### src/rtl/llr_pkg.sv
`default_nettype none
// ============================================================================
//  Module      : llr_pkg
//  Description : Shared definitions for the LLR loader: lane geometry,
//                frame length-code encoding, FSM state encoding and a helper
//                that maps a length code to the index of the frame's last LLR.
//  Revision    : 1.0 - initial release
// ============================================================================
package llr_pkg;

    // One sign-magnitude LLR and the number of LLRs packed per memory word.
    localparam int LLR_W = 8;
    localparam int PACK  = 8;

    // Accepted-LLR counter width; covers the longest frame (1024 LLRs).
    localparam int CNT_W = 10;

    typedef enum logic [1:0] {
        LEN_128  = 2'b00,
        LEN_256  = 2'b01,
        LEN_512  = 2'b10,
        LEN_1024 = 2'b11
    } len_code_e;

    typedef enum logic [1:0] {
        ST_IDLE  = 2'd0,
        ST_LOAD  = 2'd1,
        ST_FLUSH = 2'd2
    } state_e;

    // Index of the final LLR of a frame (N-1), compared against the running
    // count so the counter never advances past the frame length.
    function automatic logic [CNT_W-1:0] last_index(input len_code_e code);
        logic [CNT_W-1:0] idx;
        case (code)
            LEN_128:  idx = 10'd127;
            LEN_256:  idx = 10'd255;
            LEN_512:  idx = 10'd511;
            LEN_1024: idx = 10'd1023;
            default:  idx = 10'd1023;
        endcase
        return idx;
    endfunction

endpackage
`default_nettype wire

### src/rtl/llr_loader.sv
`default_nettype none
// ============================================================================
//  Module      : llr_loader
//  Description : Accepts a frame of sign-magnitude LLRs one per transfer and
//                packs PACK of them into a word for the downstream LLR memory.
//                Lane j of a word holds the j-th LLR of that word in frame
//                order; bits pass through untouched.
//  Ports       : i_clk      - clock, rising edge
//                i_rst_n    - synchronous active-low reset
//                i_start    - frame start pulse (sampled only in IDLE)
//                i_len      - length code 00/01/10/11 = 128/256/512/1024 LLRs
//                i_valid    - i_llr carries a valid LLR
//                i_llr      - sign-magnitude LLR
//                o_ready    - loader accepts i_llr this cycle (LOAD only)
//                o_wen      - one-cycle write strobe for o_data
//                o_data     - packed word, LLR k at bits [8k+7:8k]
//                o_word_cnt - words emitted in the current frame
//                o_busy     - high in LOAD and FLUSH
//                o_done     - one-cycle pulse with the final word's o_wen
//  Revision    : 1.0 - initial release
// ============================================================================
module llr_loader #(
    parameter int LLR_W = llr_pkg::LLR_W,
    parameter int PACK  = llr_pkg::PACK
) (
    input  logic                   i_clk,
    input  logic                   i_rst_n,
    input  logic                   i_start,
    input  logic [1:0]             i_len,
    input  logic                   i_valid,
    input  logic [LLR_W-1:0]       i_llr,
    output logic                   o_ready,
    output logic                   o_wen,
    output logic [LLR_W*PACK-1:0]  o_data,
    output logic [7:0]             o_word_cnt,
    output logic                   o_busy,
    output logic                   o_done
);

    import llr_pkg::*;

    localparam int                WORD_W    = LLR_W * PACK;
    localparam int                LANE_W    = (PACK > 1) ? $clog2(PACK) : 1;
    localparam logic [LANE_W-1:0] LANE_LAST = LANE_W'(PACK - 1);

    state_e             state_q;
    logic               ready_q;
    logic               wen_q;
    logic               done_q;
    logic               busy_q;
    logic [WORD_W-1:0]  acc_q;
    logic [WORD_W-1:0]  data_q;
    logic [7:0]         word_cnt_q;
    logic [LANE_W-1:0]  lane_q;
    logic [CNT_W-1:0]   cnt_q;
    logic [CNT_W-1:0]   last_q;

    logic               accept;
    logic [WORD_W-1:0]  word_d;

    assign accept = i_valid & ready_q;

    // Partial word with the incoming LLR dropped into the current lane. When
    // the last lane is being accepted this is the complete word, which lets
    // the output register load it directly and the next word start at lane 0
    // in the following cycle without a bubble.
    always_comb begin
        word_d = acc_q;
        word_d[lane_q*LLR_W +: LLR_W] = i_llr;
    end

    always_ff @(posedge i_clk) begin
        if (!i_rst_n) begin
            state_q    <= ST_IDLE;
            ready_q    <= 1'b0;
            wen_q      <= 1'b0;
            done_q     <= 1'b0;
            busy_q     <= 1'b0;
            acc_q      <= '0;
            data_q     <= '0;
            word_cnt_q <= '0;
            lane_q     <= '0;
            cnt_q      <= '0;
            last_q     <= '0;
        end else begin
            // Strobes are single-cycle unless re-armed below.
            wen_q  <= 1'b0;
            done_q <= 1'b0;
            case (state_q)
                ST_IDLE: begin
                    // The LLR bus is ignored here even if i_valid is high;
                    // ready only rises once LOAD is entered.
                    if (i_start) begin
                        last_q     <= last_index(len_code_e'(i_len));
                        word_cnt_q <= '0;
                        cnt_q      <= '0;
                        lane_q     <= '0;
                        ready_q    <= 1'b1;
                        busy_q     <= 1'b1;
                        state_q    <= ST_LOAD;
                    end
                end
                ST_LOAD: begin
                    if (accept) begin
                        acc_q <= word_d;
                        if (lane_q == LANE_LAST) begin
                            lane_q     <= '0;
                            data_q     <= word_d;
                            wen_q      <= 1'b1;
                            word_cnt_q <= word_cnt_q + 8'd1;
                        end else begin
                            lane_q <= lane_q + LANE_W'(1);
                        end
                        // Frame lengths are whole words, so the final LLR is
                        // always in the last lane and coincides with a write.
                        if (cnt_q == last_q) begin
                            cnt_q   <= '0;
                            done_q  <= 1'b1;
                            ready_q <= 1'b0;
                            state_q <= ST_FLUSH;
                        end else begin
                            cnt_q <= cnt_q + CNT_W'(1);
                        end
                    end
                end
                ST_FLUSH: begin
                    busy_q  <= 1'b0;
                    state_q <= ST_IDLE;
                end
                default: begin
                    ready_q <= 1'b0;
                    busy_q  <= 1'b0;
                    state_q <= ST_IDLE;
                end
            endcase
        end
    end

    assign o_ready    = ready_q;
    assign o_wen      = wen_q;
    assign o_data     = data_q;
    assign o_word_cnt = word_cnt_q;
    assign o_busy     = busy_q;
    assign o_done     = done_q;

endmodule
`default_nettype wire
### config.mk
export PLATFORM = sky130hd
export DESIGN_NAME = llr_loader
export DESIGN_NICKNAME = d
export VERILOG_FILES = /design/src/rtl/llr_pkg.sv /design/src/rtl/llr_loader.sv
export SDC_FILE = /design/constraint.sdc
export NUM_CORES = 1
export LEC_CHECK = 0
export BUFFER_PORTS_ARGS = -buffer_cell sky130_fd_sc_hd__buf_2
export CORE_MARGIN = 8
export CORE_UTILIZATION = 48
export CTS_CLUSTER_DIAMETER = 60
export CTS_CLUSTER_SIZE = 20
export DETAILED_ROUTE_END_ITERATION = 8
export PLACE_DENSITY_LB_ADDON = 0.25
export SETUP_SLACK_MARGIN = 0.3
export SLEW_MARGIN = 10
export SYNTH_ARGS = -nofsm -noshare
export SYNTH_HDL_FRONTEND = slang
export SYNTH_SLANG_ARGS = --single-unit
export TNS_END_PERCENT = 1
### constraint.sdc
create_clock -name i_clk -period 2.6 [get_ports i_clk]
set_clock_uncertainty 0.15 [all_clocks]
set_input_delay 0.13 -clock i_clk [delete_from_list [all_inputs] [get_ports i_clk]]
set_output_delay 0.13 -clock i_clk [all_outputs]
set_load 0.02 [all_outputs]
[Word-level counts from Yosys, hierarchy flattened]
Index checks and enable logic that the tools add are counted.
Storage, ports and cells
  register bits: 165
  latch bits: 0
  RAM bits: 0
  bits in read-only memories: 0
  input bits: 14
  output and inout port bits: 76
  memories: 0
Operators by class
  $add $sub $neg: 4
  $mul: 0
  divide/modulo/power cells: 0
  $lt $le $gt $ge: 0
  eq/ne operators: 11
  shifts and indexed selects: 2
  multiplexer cells: 25
  bitwise logic cells: 3
  reduce and logical (&&, ||, !) cells: 12
Operators by type and width (count)
  bitwise mux 64 bit: 1
  variable shift 8 x 34 -> 64 bit, first input constant: 1
  indexed part select 8 x 34 -> 64 bit: 1
  one-hot mux 10 bit (4 select lines): 1
  negator 6 -> 34 bit: 1
  two-way mux 10 bit: 3
  two-way mux 8 bit: 3
  one-hot mux 10 bit (2 select lines): 1
  one-hot mux 8 bit (2 select lines): 1
  AND reduction 3 bit: 4
  adder 10 x 1 -> 10 bit, second input constant: 1
  == test 10 bit: 1
  two-way mux 3 bit: 3
  adder 8 x 1 -> 8 bit, second input constant: 1
  inequality test 2 bit, second input constant: 4
  AND reduction 4 bit: 2
  == test 2 bit, second input constant: 3
  two-way mux 2 bit: 3
  one-hot mux 3 bit (2 select lines): 1
  AND reduction 2 bit: 3
  two-way mux 1 bit: 5
  == test 2 x 1 -> 1 bit, second input constant: 2
  zero test 2 bit: 2
  one-hot mux 2 bit (2 select lines): 1
  7 further kinds: 8

[Logic depth before layout (Yosys ltp)]
Gate-level depths: netlist of the first run.
  depth after elaboration: 4
  depth in mapped cells: 11
  gate-level depth less buffers: 8

[Worst setup path after synthesis of the first run]
No wires, ideal clock.
  path kind: reg2reg
  start: reg lane_q[0]
  end: reg acc_q[16]
  library setup time: 0.128 ns
  arrival time: 2.517 ns
  required time: 2.322 ns
  slack: -0.195 ns
  stages on the path, launching flop included: 12
  path buffers: 3
  cell sequence: dfxtp_1 > buf_2 > inv_2 > ha_1 > ha_1 > nand2b_2 > or4b_4 > buf_6 > or3_1 > buf_6 > mux2i_1 > nor2_1
On the way
  cells in the longest elaborated chain, start to end: 3
Ends and longest elaborated chain
  start: declaration: RTL line llr_loader.sv:54  | logic [LANE_W-1:0] lane_q;
  start signal: assignment: RTL line llr_loader.sv:112  | lane_q <= lane_q + LANE_W'(1);
  negator 6 -> 34 bit *: RTL line llr_loader.sv:69  | word_d[lane_q*LLR_W +: LLR_W] = i_llr;
  indexed part select 8 x 34 -> 64 bit / variable shift 8 x 34 -> 64 bit (equally long branches): RTL line llr_loader.sv:69
  bitwise mux 64 bit *: RTL line llr_loader.sv:69
  end signal: assignment: RTL line llr_loader.sv:105  | acc_q <= word_d;
  end: declaration: RTL line llr_loader.sv:51  | logic [WORD_W-1:0] acc_q;
Every way passes the cells marked *; elsewhere a longest branch is shown, timed or not.
A chain may end at the register's enable or synchronous reset.

[Worst setup path after layout of the first run]
  start: reg lane_q[1]
  end: reg acc_q[19]
The elaborated chain is that of the path after synthesis.

==> impl_results.md, run 1 <==
- Status: completed
- Clk slew on worst S/H paths: 0.06 ns
- Most used routing layer in global routing: met2
- Final Slew Violations: 0
- GRT met1 Usage: between 20% and 30%
- Leading cell types by count after synthesis: dfxtp_1, nor2_1, mux2i_1
- DRC violations left: 0
- Insertion delay to the later sink of the worst-skew pair: between 0.4 and 0.5 ns
- CTS Buf Count: 17
- Detailed Place HPWL: ~11000 um
- Die height: between 100 and 150 um
- Share of cells above drive strength 1: between 10% and 20%
- Global-route wire length before repair: ~27000 um
- Total design power: 5400 uW
- Initial DRC count: 315
- Post-synthesis adder-cell area fraction: between 1 and 1.5%
- WHS: around 0.16 ns
- RePlAce Congestion: just over 0.8
- Root buf cell: clkbuf_16
- Nets: 863
- RSZ-0062 raised after global routing: yes
- Routed WL: 16200 um
- Final Cycle Share: 89.0%
- DR WL/cell: between 15 and 20 um
- Final period demand of the worst path: between 2 and 2.5 ns
- Slew HR: between 60% and 70%
- Cells after Synth: roughly 770
- Crit-path max FO: 8
- Vias in the first global route: roughly 5300
- Antenna violations before repair: 0
- Critical Path Max Stage Delay: 0.48 ns
- Slew @ Worst Pin: approximately 0.57 ns
- CP dominant cell by count: ha_4
- Ys flop type: dfxtp_1
- Largest net degree at the start of global routing: 84
- PD cells: around 660 nW/um^2
- Max Cap Violations: 0
- Area grow syn2layout: 21.2%
- Clock sink count: between 150 and 200
- # setup viols final: 0
- Initial Util: 49.0%
- Crit-path cells: inv_1 > ha_4 > ha_4 > nand2b_4 > or4b_4 > or3_4 > mux2i_1 > nor2_1
- Ports: 90
- Area contributors post-synth: dfxtp_1, mux2i_1, nor2_1
- Achievable Freq: 432 MHz
- Post-synth cell types: 44
- Final Worst Setup Slack: ~0.29 ns
- ANT nets after route: 0
- #FFs+latches synth: ~160
- DR pass1 iterations: 4
- Die W: around 130 um
- PortBufs: 89
- Met2 usage: between 20% and 30%
- CP Class: reg -> reg
- Post-Syn Area: ~6800 um^2
- Post-route setup TNS: 0 ns
- GR Overflow Total: 0
- Pleak: approximately 0.0033 uW
- CP arrival: ~2.5 ns
- Ys async rst share: 0%
- GR met3 Demand/Resource: 4.83%
- Largest area contributor in the netlist: dfxtp_1
- Total number of vias: 5575
- Number of synthesized flops with an enable pin: 0
- Vias/cell: about 5.4
- Overall Global Routing Usage: a little under a fifth
- Mux share of post-synthesis cell area: a little over an eighth
- Hold Crit Class: in -> reg
- Fin. Hold Viols: 0
- Worst Path Required: between 2 and 3 ns
- CTS H-tree lvls: 4
- Crit end category: flip-flop
- Core Rows: 43
- Post-synth top area share: between 40% and 50%
- Startpoint Class: flip-flop
- Area share of and/or/nand/nor cells after synthesis: ~18%
- Top-count cell post-synth: dfxtp_1
- Fill count: between 1000 and 1500
- Xor-xnor portion of the synthesized cell area: under 10%
- Largest family of logic cells by synthesized area: simple AND/OR/NAND/NOR gates
- CTS max path bufs: 2
- Post-Syn Nets: just under 800
- Mapped Avg Cell Area: ~8.8 um^2
- Core area: ~14000 um^2
- Die area: roughly 18000 um^2
- Yosys warning count: 0
- CTS tree: built
- Setup slack at placement: 0.0296 ns
- Slowest cell on crit path: or4b_4
- Seq/Total Area, Yosys: between 40% and 50%
- Compound-Gate Fraction of Synth Area: ~14%
- ANT cells: 0
- Worst VDD drop: ~0.5 mV
layer usage:
metal  wire length (um)  part of all wire (%)
met4                230                   1.4
met5                  0                     0
met3                942                   5.8
met1               7680                    47
met2               7370                    45
cell type report:
class                      instances  area [um^2]  area share (%)
multi-input combinational        526         3310            40.3
sequential                       159         3190            38.8
timing repair buffer             128          823            10.0
clock buffer                      20          467            5.68
tap                              180          225            2.74
clock inverter                    12          156            1.90
inverter                          10         43.8           0.533
final timing paths:
| kind | to | from | cells past startpoint | slack [ns] |
|---|---|---|---|---|
| hold / removal | o_word_cnt[3]$_SDFFE_PN0P_ | i_valid | 5 | 0.16 |
| hold reg to reg | acc_q[12]$_SDFFE_PN0P_ | acc_q[12]$_SDFFE_PN0P_ | 2 | 0.30 |
| setup / recovery | acc_q[19]$_SDFFE_PN0P_ | lane_q[1]$_SDFFE_PN0P_ | 8 | 0.29 |
| setup reg to reg | acc_q[19]$_SDFFE_PN0P_ | lane_q[1]$_SDFFE_PN0P_ | 8 | 0.29 |
metrics by stage:
step	utilization, %	area (um^2)	instances
CTS	59.3	8210	1035
finish	59.4	8220	1035
detailed placement	53.6	7410	986
global route	59.4	8220	1035
global placement	53.6	7410	986
floorplan	-	6830	768
where the power goes:
| group | internal, uW | switching [uW] | total (uW) |
|---|---|---|---|
| logic | 135 | 214 | 349 |
| registers | 2450 | 19.1 | 2470 |
| clock network | 1590 | 985 | 2570 |
| total | 4180 | 1220 | 5400 |
registers in the layout (all words and copies together) (netlist names), 2 cells and up:
signal / cells
acc_q: 64
state_q: 2
o_data: 64
lane_q: 3
last_q: 4
o_word_cnt: 8
cnt_q: 10
cell families (layout without fill, tap and decap cells):
kind of cell | Yosys count | in the layout
mux | 90 | 90
xor+xnor | 9 | 9
buf+inv | 83 | 170
flops | 159 | 159
simple gates | 268 | 268
compound gates | 152 | 152
fa+ha+maj | 7 | 7
cell usage in the layout (no fill, tap or decap), types with 5 or more instances in the layout:
cell           synthesis  layout
a22o_1                 7       7
a32o_1                 5       5
mux2i_1               90      90
nand2_1               45      45
nor3_1                 7       6
buf_2                 12      89
a21oi_1               64      64
nand4_1                6       6
dlygate4sd3_1          0      14
o21ai_0               20      20
clkbuf_16              0      17
dfxtp_1              159     157
buf_4                  0      21
xor2_1                 5       5
ha_1                   7       5
nor2_1               130     130
and2_1                13      11
a211oi_1              51      50
inv_1                  8       8
nand3_1               37      37
critical path, delay by kind of cell (launching register included):
family / cells / cell delay [ns]
fa+ha+maj: 2 / 0.34
buf+inv: 1 / 0.07
flops: 1 / 0.33
mux: 1 / 0.19
simple gates: 4 / 1.12
repair_timing:
item | CTS | global route
hold buffers | 14 | 0
buffers inserted | 3 | 0
endpoints found under the hold margin | 36 | 0
pin swaps | 1 | 0
gates resized for setup | 5 | 2
cloned | 0 | 0
endpoints found under the setup margin | 24 | 44
No activity file was read; power rests on OpenSTA's default activity.
==> run 2, diff against run 1 <==
--- a/config.mk
+++ b/config.mk
@@ -8,6 +8,7 @@
 export BUFFER_PORTS_ARGS = -buffer_cell sky130_fd_sc_hd__buf_2
 export CORE_MARGIN = 8
 export CORE_UTILIZATION = 48
+export CTS_BUF_LIST = sky130_fd_sc_hd__clkbuf_16
 export CTS_CLUSTER_DIAMETER = 60
 export CTS_CLUSTER_SIZE = 20
 export DETAILED_ROUTE_END_ITERATION = 8
==> run 2 against run 1 <==
Effect of this change:
- total power down 1.7%
- routed wire length decreased by 0.13%
- critical path depth unchanged
- clock power down 4%
- critical path type unchanged
- clock-buffer cell count is 3 lower
- non-clock buffer count is the same
- die area did not move
- register-to-register slack about the same
- via count is 0.50% lower
- highest routed layer unchanged
- utilization shrank 0.22 points
- sequential power is essentially flat
- maximum frequency is essentially flat
==> impl_results.md, run 2 (synthesized netlist as in run 1, its figures left out) <==
- Global-route wire length before repair: 26600 um (about the same)
- Finished Layout Cells: 1035 (unchanged)
- DR WL/cell: 15.7 um (-0.13%)
- Vias in the first global route: 5326 (+0.075%)
- Reg2Reg Depth: 8 (unchanged)
- Routed WL: 16200 um (-0.13%)
- CTS max path bufs: 2 (unchanged)
- Max Cap Violations: 0 (unchanged)
- ANT nets after route: 0 (unchanged)
- Fill count: 1207 (+0.50%)
- Die area: 18200 um^2 (unchanged)
- GR Overflow Total: 0 (unchanged)
- Area grow syn2layout: 20.7%
- CP arrival: 2.46 ns (about the same)
- Crit-path max FO: 8 (unchanged)
- Core Rows: 43 (unchanged)
- Largest net degree at the start of global routing: 84 (unchanged)
- Power Internal: 4090 uW (-2.1%)
- Initial DRC count: 325 (+3.2%)
- Most common cell after layout, fill and taps aside: dfxtp_1
- Net Sw Frac: 22.9% (+0.37 points)
- Insertion delay to the later sink of the worst-skew pair: 0.42 ns (about the same)
- RePlAce Congestion: 0.819 (unchanged)
- Die height: 135 um (unchanged)
- Vias/cell: 5.36 (-0.50%)
- Worst hold path stage count: 5 (unchanged)
- # setup viols final: 0 (unchanged)
- Placed cell count: 986 (unchanged)
- Fin. Hold Viols: 0 (unchanged)
- Final Cycle Share: 88.9% (about the same)
- Slew HR: 62.4% (+0.80 points)
- Clock sink count: 159 (unchanged)
- Core area: 13800 um^2 (unchanged)
- Most frequent cells in the layout: dfxtp_1, nor2_1, mux2i_1, buf_2, a21oi_1
- Status: completed
- Final period demand of the worst path: 2.31 ns (-0.000136 ns)
- WHS: 0.152 ns (-0.00483 ns)
- DR pass1 iterations: 5 (+1)
- Ports: 90 (unchanged)
- Antenna violations before repair: 0 (unchanged)
- Pleak: 0.00323 uW (-0.52%)
- Startpoint Class: flip-flop
- Initial Util: 49.0% (unchanged)
- Fin area: 8190 um^2 (-0.37%)
- Psw: 1220 uW (about the same)
- Nets: 863 (unchanged)
- CTS H-tree lvls: 4 (unchanged)
- Root buf cell: clkbuf_16
- Metal3 WL: 1040 um (+10%)
- Placed Area: 7410 um^2 (unchanged)
- Post-route setup TNS: 0 ns (unchanged)
- RSZ-0062 raised after global routing: yes
- CTS tree: built
- PD cells: 648 nW/um^2 (-1.3%)
- ANT cells: 0 (unchanged)
- CTS Buf Count: 17 (unchanged)
- Reg power frac: 46.6% (+0.8 points)
- Share of cells above drive strength 1: 18.9% (-0.35 points)
- Total number of vias: 5547 (-0.50%)
- Met2 wire length: 7310 um (-0.76%)
- Detailed Place HPWL: 11100 um (unchanged)
- Clk slew on worst S/H paths: 0.06 ns (about the same)
- Power share of the combinational group: 6.6% (about the same)
- DR top layer: met4
- Crit end category: flip-flop
- Final Slew Violations: 0 (unchanged)
- Met1 WL: 7610 um (-0.89%)
- Hold Crit Class: in -> reg
- Clk pwr share: 46.8% (-0.9 points)
- Worst Path Required: 2.75 ns (about the same)
- Worst VDD drop: 0.501 mV (+0.10%)
- Die W: 135 um (unchanged)
- CP Class: reg -> reg
- Achievable Freq: 432 MHz (about the same)
- PortBufs: 89 (unchanged)
- Overall Global Routing Usage: 18.1% (unchanged)
- Slew @ Worst Pin: 0.563 ns (-0.0120 ns)
- DRC violations left: 0 (unchanged)
[run 2: changes by cell type in the layout (fill, tap and decap cells not counted)]
cell / change
clkbuf_8: -3
clkinv_1: +3
[run 2: layout make-up]
class,instances,area [um^2],share of cell area (%)
Clock buffer,17,425,5.20
Clock inverter,15,168,2.05
Inverter,10,43.8,0.535
Multi-Input combinational cell,526,3310,40.5
Sequential cell,159,3190,38.9
Tap cell,180,225,2.75
Timing Repair Buffer,128,823,10.1
[run 2: metal layers]
metal | vias up | track usage, %
met3 | 18 | 4.83
met2 | 133 | 28.3
li1 | 2832 | -
met1 | 2564 | 23.5
met5 | - | 0
met4 | 0 | 6.67
[run 2: power by group through the flow]
stage	combinational, uW	clock, uW	sequential (uW)
after floorplan	234	0	2520
after global placement	319	0	2520
after detailed placement	324	0	2530
after CTS	347	2540	2470
after global routing	379	2650	2470
final	349	2480	2470
[run 2: final timing paths]
check	start	to	slack, ns
worst min-delay path	i_valid	o_word_cnt[3]$_SDFFE_PN0P_	0.15
worst max register to register	lane_q[1]$_SDFFE_PN0P_	acc_q[19]$_SDFFE_PN0P_	0.29
worst min register to register	acc_q[12]$_SDFFE_PN0P_	acc_q[12]$_SDFFE_PN0P_	0.31
worst max-delay path	lane_q[1]$_SDFFE_PN0P_	acc_q[19]$_SDFFE_PN0P_	0.29
[run 2: through the flow]
step	worst slack, ns	total power (uW)	utilization, %
6_report	0.287	5310	59.2
5_1_grt	0.205	5500	59.2
4_1_cts	0.291	5360	59.1
3_5_place_dp	0.0296	2850	53.6
3_3_place_gp	0.116	2840	53.6
2_1_floorplan	0.0533	2760	-
[run 2: repair_timing]
action                                 CTS  global route
setup buffers                            3             0
endpoints found under the hold margin   36             0
gates resized for setup                  5             2
hold buffers                            14             0
pin swaps                                1             0
setup endpoints to repair               24            46
[run 2: critical path: stages, from the launching register on]
cell,delay (ns)
dfxtp_2,0.33
inv_1,0.07
ha_4,0.17
ha_4,0.17
nand2b_4,0.15
or4b_4,0.48
or3_4,0.43
mux2i_1,0.19
nor2_1,0.06
==> run 3, diff against run 2 <==
--- a/config.mk
+++ b/config.mk
@@ -6,9 +6,9 @@
 export NUM_CORES = 1
 export LEC_CHECK = 0
 export BUFFER_PORTS_ARGS = -buffer_cell sky130_fd_sc_hd__buf_2
+export CORE_ASPECT_RATIO = 0.75
 export CORE_MARGIN = 8
 export CORE_UTILIZATION = 48
-export CTS_BUF_LIST = sky130_fd_sc_hd__clkbuf_16
 export CTS_CLUSTER_DIAMETER = 60
 export CTS_CLUSTER_SIZE = 20
 export DETAILED_ROUTE_END_ITERATION = 8
==> run 3 against run 2 <==
Effect of this change:
- clock-buffer cell count up 2
- maximum frequency down 0.41%
- highest routed layer unchanged
- via count up 1.6%
- sequential cell count unchanged
- first-iteration DRC count up 14%
- hold slack worse by 0.11 ns
- final area down 0.24%
- register-to-register slack about the same
- largest cell class unchanged
- final cell count down 1.3%
==> impl_results.md, run 3 (synthesized netlist as in run 1, its figures left out) <==
- ANT cells: 0 (unchanged)
- Most frequent cells in the layout: dfxtp_1, nor2_1, mux2i_1, buf_2, a21oi_1
- CP arrival: 2.45 ns (about the same)
- # setup viols final: 0 (unchanged)
- GR Overflow Total: 0 (unchanged)
- CP Class: reg -> reg
- PortBufs: 89 (unchanged)
- PD cells: 684 nW/um^2 (+5.6%)
- Vias/cell: 5.51 (+2.9%)
- FF-to-FF setup slack: 0.28 ns (about the same)
- Pleak: 0.00324 uW (about the same)
- Nets: 855 (-0.93%)
- Total design power: 5590 uW (+5.3%)
- Routed WL: 16600 um (+2.7%)
- Status: completed
- Die height: 119 um (-12%)
- Power share of the combinational group: 6.1% (-0.5 points)
- Startpoint Class: flip-flop
- Worst VDD drop: 0.470 mV (-6.3%)
- Insertion delay to the later sink of the worst-skew pair: 0.42 ns (about the same)
- Worst hold path stage count: 3 (-2)
- Vias in the first global route: 5321 (-0.094%)
- Total number of vias: 5635 (+1.6%)
- CTS H-tree lvls: 4 (unchanged)
- Largest net degree at the start of global routing: 66 (-21%)
- Hold Crit Class: in -> reg
- Worst Path Required: 2.73 ns (-0.02 ns)
- Final Cycle Share: 89.3% (+0.37 points)
- Die area: 18200 um^2 (+0.22%)
- Worst reg2reg path endpoint: acc_q[23]$_SDFFE_PN0P_
- Clk slew on worst S/H paths: 0.06 ns (about the same)
- RSZ-0062 raised after global routing: yes
- Share of cells above drive strength 1: 19.0% (+0.061 points)
- Core area: 13700 um^2 (-0.56%)
- Initial DRC count: 370 (+14%)
- Critical Path Max Stage Delay: 0.48 ns (about the same)
- Antenna violations before repair: 0 (unchanged)
- Hold worst-path end: o_busy$_SDFFE_PN0P_
- Overall Global Routing Usage: 18.2% (+0.031 points)
- Reg power frac: 44.2% (-2.4 points)
- Slew @ Worst Pin: 0.648 ns (+0.0853 ns)
- Ports: 90 (unchanged)
- WHS: 0.0374 ns (-0.114 ns)
- Top delay family on crit path: simple AND/OR/NAND/NOR gates
- Global-route wire length before repair: 27300 um (+2.8%)
- Die W: 153 um (+14%)
- Most common cell after layout, fill and taps aside: dfxtp_1
- Net Sw Frac: 22.3% (-0.62 points)
- Worst R2R Start: lane_q[0]$_SDFFE_PN0P_
- Fin. Hold Viols: 0 (unchanged)
- RePlAce Congestion: 0.797 (-2.8%)
- Initial Util: 49.3% (+0.28 points)
- CP dominant cell by count: ha_4
- Worst path bufs/invs: 1 (unchanged)
- Detailed Place HPWL: 11300 um (+2.3%)
- Finished Layout Cells: 1022 (-1.3%)
- Worst Hold Launch: i_start
- Root buf cell: clkbuf_16
- CTS Buf Count: 17 (unchanged)
- Area grow syn2layout: 20.4%
- Final Slew Violations: 0 (unchanged)
- DR pass1 iterations: 5 (unchanged)
- Crit-path max FO: 8 (unchanged)
- Placed cell count: 978 (-0.81%)
- Finished Core Util: 59.4% (+0.19 points)
- ANT nets after route: 0 (unchanged)
- Core Rows: 37 (-14%)
- Psw: 1250 uW (+2.5%)
- Slew HR: 56.8% (-5.6 points)
- DR WL/cell: 16.3 um (+4.0%)
- DRC violations left: 0 (unchanged)
- CTS max path bufs: 2 (unchanged)
- Crit end category: flip-flop
- Power Internal: 4340 uW (+6.2%)
- CTS tree: built
- Clock sink count: 159 (unchanged)
- Final period demand of the worst path: 2.32 ns (+0.00957 ns)
- Max Cap Violations: 0 (unchanged)
- Reg2Reg Depth: 8 (unchanged)
- Slowest cell on crit path: or4b_4
- Achievable Freq: 431 MHz (-0.41%)
- Clk pwr share: 49.6% (+2.8 points)
- Post-route setup TNS: 0 ns (unchanged)
- Crit-path cells: inv_6 > ha_4 > ha_4 > nand2b_4 > or4b_4 > or3_4 > mux2i_1 > nor2_1
-- run 3: changes by cell type in the layout (fill, tap and decap cells not counted), sizes merged --
| cell | change |
|---|---|
| buf | -4 |
| bufinv | +2 |
| clkbuf | +2 |
| clkinvlp | -3 |
| dlygate4sd3 | -4 |
| inv | -1 |
-- run 3: worst reg2reg max path, delay by kind of cell (launching register included) --
| kind | cells | cell delay, ns |
|---|---|---|
| simple gates | 4 | 1.12 |
| flops | 1 | 0.36 |
| fa+ha+maj | 2 | 0.32 |
| mux | 1 | 0.19 |
| buf+inv | 1 | 0.05 |
-- run 3: power groups by stage --
stage | Clock [uW] | Sequential (uW) | Combinational (uW)
final | 2770 | 2470 | 342
after global routing | 2940 | 2470 | 372
after CTS | 2820 | 2470 | 339
after detailed placement | 0 | 2530 | 322
after global placement | 0 | 2520 | 316
after floorplan | 0 | 2520 | 234
-- run 3: stage by stage --
step / setup WS [ns] / instance area, um^2
after floorplan: 0.0533 / 6830
after global placement: 0.0970 / 7350
after detailed placement: 0.0110 / 7350
after CTS: 0.281 / 8150
after global routing: 0.177 / 8170
final: 0.278 / 8170
-- run 3: worst max path at each step --
stage	end	cells after the start	start
floorplan	acc_q[16]$_SDFFE_PN0P_	11	lane_q[0]$_SDFFE_PN0P_
global placement	acc_q[20]$_SDFFE_PN0P_	8	lane_q[1]$_SDFFE_PN0P_
detailed placement	acc_q[23]$_SDFFE_PN0P_	8	lane_q[1]$_SDFFE_PN0P_
CTS	o_word_cnt[5]$_SDFFE_PN0P_	8	lane_q[0]$_SDFFE_PN0P_
global route	acc_q[23]$_SDFFE_PN0P_	8	lane_q[1]$_SDFFE_PN0P_
finish	acc_q[23]$_SDFFE_PN0P_	8	lane_q[0]$_SDFFE_PN0P_
-- run 3: timing repair --
action | CTS | global route
endpoints found under the hold margin | 26 | 0
pin swaps | 1 | 0
cloned | 0 | 0
hold buffers | 10 | 0
endpoints found under the setup margin | 26 | 44
gates resized for setup | 4 | 4
setup buffers | 2 | 0
-- run 3: cell type report --
class,instances,area (um^2)
Tap cell,175,219
Clock buffer,19,453
Sequential cell,159,3190
Fill cell,1156,5580
Clock inverter,13,210
Multi-Input combinational cell,526,3320
Timing Repair Buffer,120,736
Inverter,10,43.8
-- run 3: routing by layer --
metal	share of wire, %	track usage, %
met5	0	0
met4	0.85	4.44
met3	6.2	5.46
met2	43	26.8
met1	50	25.4
